$ cat src/rtl/pipe_hazard_ctrl.sv
// pipe_hazard_ctrl: pipeline enable/flush control for the 5-stage core.
// Handles memory freeze, branch flush, load-use and HI/LO hazards, plus the MDU busy window.
module pipe_hazard_ctrl #(
    parameter int REGW    = 5,
    parameter int MDU_LAT = 32,
    parameter int CNTW    = 16
) (
    input  logic            clk,
    input  logic            reset,
    input  logic [REGW-1:0] id_rs,
    input  logic [REGW-1:0] id_rt,
    input  logic            id_uses_hilo,
    input  logic            mdu_start,
    input  logic            ex_memread,
    input  logic [REGW-1:0] ex_rt,
    input  logic            ex_branch_taken,
    input  logic            mem_wait,
    output logic            pc_en,
    output logic            ifid_en,
    output logic            idex_en,
    output logic            exmem_en,
    output logic            memwb_en,
    output logic            ifid_flush,
    output logic            idex_flush,
    output logic            mdu_busy,
    output logic [CNTW-1:0] stall_cycles
);
    localparam int CW = $clog2(MDU_LAT);

    typedef enum logic {IDLE, BUSY} state_t;

    state_t          r_state, w_next;
    logic [CW-1:0]   r_cnt, w_cnt_next;
    logic [CNTW-1:0] r_stall;
    logic            w_load_use, w_hilo_hz, w_issue;

    assign mdu_busy     = (r_state == BUSY);
    assign stall_cycles = r_stall;
    assign w_load_use   = ex_memread && (ex_rt != '0) && (ex_rt == id_rs || ex_rt == id_rt);
    assign w_hilo_hz    = mdu_busy && (id_uses_hilo || mdu_start);
    assign w_issue      = ifid_en && !idex_flush && !mem_wait;

    always_comb begin
        pc_en      = 1'b1;
        ifid_en    = 1'b1;
        idex_en    = 1'b1;
        exmem_en   = 1'b1;
        memwb_en   = 1'b1;
        ifid_flush = 1'b0;
        idex_flush = 1'b0;
        if (!reset) begin
            {pc_en, ifid_en, idex_en, exmem_en, memwb_en} = '0;
            {ifid_flush, idex_flush} = 2'b11;
        end else if (mem_wait) begin
            {pc_en, ifid_en, idex_en, exmem_en, memwb_en} = '0;
        end else if (ex_branch_taken) begin
            {ifid_flush, idex_flush} = 2'b11;
        end else if (w_load_use || w_hilo_hz) begin
            // bubble into EX while the older stages drain
            pc_en      = 1'b0;
            ifid_en    = 1'b0;
            idex_flush = 1'b1;
        end
    end

    always_comb begin
        w_next     = r_state;
        w_cnt_next = r_cnt;
        if (r_state == BUSY) begin
            w_cnt_next = r_cnt - 1'b1;
            w_next     = (r_cnt == '0) ? IDLE : BUSY;
        end else if (w_issue && mdu_start) begin
            w_next     = BUSY;
            w_cnt_next = CW'(MDU_LAT - 1);
        end
    end

    always_ff @(posedge clk or negedge reset) begin
        if (!reset) begin
            r_state <= IDLE;
            r_cnt   <= '0;
            r_stall <= '0;
        end else begin
            r_state <= w_next;
            r_cnt   <= w_cnt_next;
            if (!pc_en && r_stall != '1)
                r_stall <= r_stall + 1'b1;
        end
    end
endmodule

$ cat config.mk
export PLATFORM = sky130hd
export DESIGN_NAME = pipe_hazard_ctrl
export DESIGN_NICKNAME = d
export VERILOG_FILES = /design/src/rtl/pipe_hazard_ctrl.sv
export SDC_FILE = /design/constraint.sdc
export NUM_CORES = 1
export LEC_CHECK = 0
export CORE_UTILIZATION = 37
export CTS_CLUSTER_SIZE = 24
export DETAILED_ROUTE_END_ITERATION = 10
export GPL_TIMING_DRIVEN = 0
export PLACE_DENSITY = 0.65
export SETUP_SLACK_MARGIN = 0.1
export SLEW_MARGIN = 20
export SYNTH_ARGS = -nofsm -noshare
export SYNTH_HDL_FRONTEND = slang
export SYNTH_SLANG_ARGS = --single-unit
$ cat constraint.sdc
create_clock -name clk -period 3.45 [get_ports clk]
set_input_delay 0.8625 -clock clk [delete_from_list [all_inputs] [get_ports clk]]
set_output_delay 0.8625 -clock clk [all_outputs]
set_load 0.02 [all_outputs]
# Yosys cells after proc, flatten, opt, wreduce, memory -nomap -nowiden
# Index checks and enable logic that the tools add are counted.
# Widths: inputs -> output; s select.
dict set report classes {
  add_sub_neg 2
  mul 0
  div_mod_pow 0
  n_lt_le_gt_ge 0
  n_eq_ne 3
  shift 0
  mux 18
  n_bitwise 0
  reduce_logical 16
}
# operator count
set ops {}
lappend ops {{$add 16x1->16 const B} 1}
lappend ops {{$mux 1} 16}
lappend ops {{$ne 16x16->1 const B} 1}
lappend ops {{$eq 5x5->1} 2}
lappend ops {{$mux 5} 2}
lappend ops {{$logic_and 1x1->1} 7}
lappend ops {{$logic_not 5->1} 1}
lappend ops {{$reduce_bool 5->1} 1}
lappend ops {{$sub 5x1->5 const B} 1}
lappend ops {{$logic_not 1->1} 3}
lappend ops {{$logic_or 1x1->1} 3}
lappend ops {{$reduce_bool 2->1} 1}
dict set report totals {
  ff_bits 22
  latchBits 0
  ramBits 0
  romBits 0
  inputBits 22
  n_memories 0
}

# Longest topological paths before layout
dict set report logic_depth {
  depth_word 14
  mapped_depth 9
  ltp_nobuf 7
}

# Least setup slack after synthesis
# OpenSTA, ideal clock, no wires.
dict set report synth_path {
  kind {input to output}
  from {input ex_rt[1]}
  to {output pc_en}
  arrival_ns 2.240
  t_required_ns 2.588
  slack_ns 0.348
  stages 6
  cell_sequence {or4_1 o21ai_1 o21ai_2 a21boi_4 buf_6 buf_4}
}
dict set report synth_via {
  elab_chain_cells 8
  elab_cells_between_ends 11
  cone_classes {2 x eq/ne; 4 x mux; 5 x reduce/logical}
}
# item line_no
set synth_lines {}
lappend synth_lines {{from (decl)} 15} ;# input logic [REGW-1:0] ex_rt,
lappend synth_lines {{$eq 5x5->1 or $reduce_bool 5->1 (tied branches)} 39} ;# assign w_load_use = ex_memread && (ex_rt != '0) && (ex_rt == id_rs || ex_rt == id_rt);
lappend synth_lines {{$logic_or 1x1->1 or $logic_and 1x1->1 (tied branches)} 39}
lappend synth_lines {{$logic_and 1x1->1 *} 39}
lappend synth_lines {{$logic_or 1x1->1 *} 58} ;# end else if (w_load_use || w_hilo_hz) begin
lappend synth_lines {{$mux 1 * (4 in series)} n/a}
lappend synth_lines {{to (decl)} 18} ;# output logic pc_en,
# Mark *: on every way between the ends. The rest lies on a longest branch, timed or not.

# Final worst setup path
dict set report layout_path {
  from {input ex_rt[1]}
  to {output pc_en}
}
dict set report layout_via {
  elab_chain_cells 8
  elab_cells_between_ends 11
  cone_classes {2 x eq/ne; 4 x mux; 5 x reduce/logical}
}
# item line_no
set layout_lines {}
lappend layout_lines {{$eq 5x5->1 or $reduce_bool 5->1 (tied branches)} 39}
lappend layout_lines {{$logic_or 1x1->1 or $logic_and 1x1->1 (tied branches)} 39}
lappend layout_lines {{$logic_and 1x1->1 *} 39}
lappend layout_lines {{$logic_or 1x1->1 *} 58}
lappend layout_lines {{$mux 1 *} 58}
lappend layout_lines {{$mux 1 *} 56} ;# end else if (ex_branch_taken) begin
lappend layout_lines {{$mux 1 *} 54} ;# end else if (mem_wait) begin
lappend layout_lines {{$mux 1 *} 51} ;# if (!reset) begin
# Marked as above.

==> out/metrics.yaml <==
clock_latency_ns: 0.31
fin_setup_tns_ns: 0
relSlewSlack_pct: 58.7
p_leak_nw: 0.787
drv_slew: 0
mostFrequentLayoutCell: "clkdlybuf4s50_1"
place.gp.congestion: 0.729
drt-initial-drc-count: 28
synth_cell_types: 32
crit_path_start_kind: "primary input"
dp_hpwl_um: 2210
areaGrowthSynthToFinish_pct: 42.2
grt_pass1_vias: 1120
final.setup_skew_ns: 0.00893
design_area_um2: 1920
clk_pin_slew_ns: 0.12
htreeDepth: 1
synth.net_count: 148
drcViolationCount: 0
io_pins: 46
postPlaceCellArea_um2: 1860
yosysSeqAreaShare_pct: 40.8
diodes: 0
drive_above_1_share_pct: 21.0
grt_usage_pct: 16.2
num_vias: 1122
clkSinkCount: 22
power_mw: 1.12
max-cap-violations: 0
ir_worst_vdd_v: 0.000300
grt_overflow_total: 0
path_class: "primary input to primary output"
cts_buffer_depth: 2
setup_viol: 0
min_period_ns: 3.34
start_util_pct: 39.5
post_drt_wl_per_cell_um: 13.0
rows: 21
yosysTopAreaCellShare_pct: 40.8
antenna_found_initial: 0
end_kind: "primary output"
rsz0062_at_grt: "true"
final_hold_viol_count: 0
status: "finished clean"
cp.required_ns: 2.59
nets: 202
layout.cells.non_filler: 222
crit_path_frequent_cell: "buf_4"
yosys_warnings: 0
cp_max_fo: 4
die_x_um: 62.4
clock-root-buffer: "clkbuf_4"
grt_max_degree: 26
die-area_um2: 3890
utilization_pct: 56.2
die_h_um: 62.4
syn_inst: 123
finalCritPeriodShare_pct: 96.7
ys_seq_elements: 22
critPathBufInv: 4
numPortBuffers: 45
core_area_um2: 3420
dp_cells: 214
routed_wl_um: 2900
worst_pin_slew_ns: 0.614
synth_area_per_cell_um2: 11.0
critPathTopFamily: "buffers and inverters"
layout_common_cells: "clkdlybuf4s50_1, xor2_1, dfrtp_1"
cp.arrival_ns: 2.47
ys_top_cells_by_area: "dfrtp_1, xor2_1, nor4_2"
synthesis.area_um2: 1350
tritoncts: "yes"
ant_nets: 0
max_clock_freq_ghz: 0.300
p_per_area_nw_per_um2: 585
min_path_type: "register to register"
viasPerCell: 5.05
yosysTopAreaCell: "dfrtp_1"
path_cells: "dlygate4sd2_1, or4_4, o21ai_4, o21ai_2, a21boi_4, buf_8, buf_4, buf_4"
max_stage_delay_ns: 0.56
drtPass1Iterations: 4
grt_pass1_wl_um: 5000
cp_slowest_cell: "or4_4"
numCtsBuffers: 3
==> through the flow <==
stage / setup slack [ns] / hold slack, ns
after floorplan: 0.348 / 0.437
after global placement: -1.12 / 0.455
after detailed placement: -1.17 / 0.463
after CTS: 0.0890 / 0.482
after global routing: 0.0618 / 0.523
final: 0.113 / 0.487
==> worst reg2reg max path, cell delays in order, from the launching register on <==
cell     delay (ns)
dfrtp_1        0.45
and3_1         0.22
and3_4         0.20
nand3_1        0.10
nor2_1         0.08
and3_1         0.19
buf_6          0.13
buf_6          0.14
nor4b_2        0.26
xor2_1         0.17
==> flip-flops by register name, indices dropped and copies added (netlist names) <==
signal / count
mdu_busy: 1
r_cnt: 5
stall_cycles: 16
==> cell families (layout without fill, tap and decap cells) <==
family                     Yosys count  count (layout)  synth area share [%]
muxes                                1               1                  1.11
buffers and inverters                9              62                  5.01
adders and majority gates            3               3                  2.78
and+or+nand+nor                     50              50                  27.3
AOI/OAI and AO/OA                   12              12                  6.12
DFF                                 22              22                  40.8
xor gates and xnor gates            26              26                  16.9
==> metal layers <==
metal  track usage (%)  wire length (um)
met4              5.23                27
met3              2.92               120
met2              29.7              1500
met1              18.9              1240
met5                 0                 0
==> layout make-up <==
type,instances,area [um2]
Timing Repair Buffer,49,457
Tap cell,46,57.6
Multi-Input combinational cell,92,746
Clock buffer,4,36.3
Sequential cell,22,551
Fill cell,320,1500
Inverter,3,11.3
Buffer,6,60.1
==> synth_stat cells <==
| library cell | count |
|---|---|
| a21boi_4 | 1 |
| o21ai_1 | 1 |
| nor4b_2 | 3 |
| ha_1 | 3 |
| a21oi_1 | 4 |
| or4b_2 | 1 |
| buf_6 | 3 |
| mux2_4 | 1 |
| nor3_1 | 8 |
| o21ai_0 | 3 |
| dfrtp_1 | 22 |
| nand2_1 | 8 |
| nor3_2 | 1 |
| a21o_1 | 1 |
| or4_1 | 1 |
| nor4_4 | 1 |
| xor2_1 | 26 |
| and2b_2 | 1 |
| and3_1 | 4 |
| nor4_2 | 6 |
| inv_1 | 3 |
| nand2b_1 | 1 |
| nor2_1 | 5 |
| o21ai_2 | 1 |
| and3_4 | 1 |
| nor3b_1 | 1 |
| nor4b_1 | 2 |
| nand3_1 | 3 |
| buf_4 | 3 |
| a22oi_1 | 1 |
| nand4_1 | 2 |
| nor4_1 | 1 |
==> path summary, 6_finish.rpt <==
kind,start,end,slack (ns),depth (start not counted)
worst max-delay path,ex_rt[1],pc_en,0.11,8
worst min-delay path,r_cnt[4],r_cnt[4],0.49,1
worst max register to register,stall_cycles[3],stall_cycles[8],1.43,9
worst min register to register,r_cnt[4],r_cnt[4],0.49,1
max in group asynchronous,reset,stall_cycles[3],2.57,1
min in group asynchronous,reset,stall_cycles[10],0.51,1
==> report_power, final <==
part | switching, mW | internal, mW | leakage [nW]
sequential | 0.108 | 0.350 | 0.247
clock | 0.0787 | 0.0644 | 0.0210
combinational | 0.258 | 0.262 | 0.520
total | 0.445 | 0.677 | 0.787
==> repair_timing <==
action,in CTS,in global routing
gates resized for setup,25,3
setup endpoints to repair,7,3
hold buffers,0,0
setup buffers,3,1
pin swaps,4,2
No activity file was read; power rests on OpenSTA's default activity.
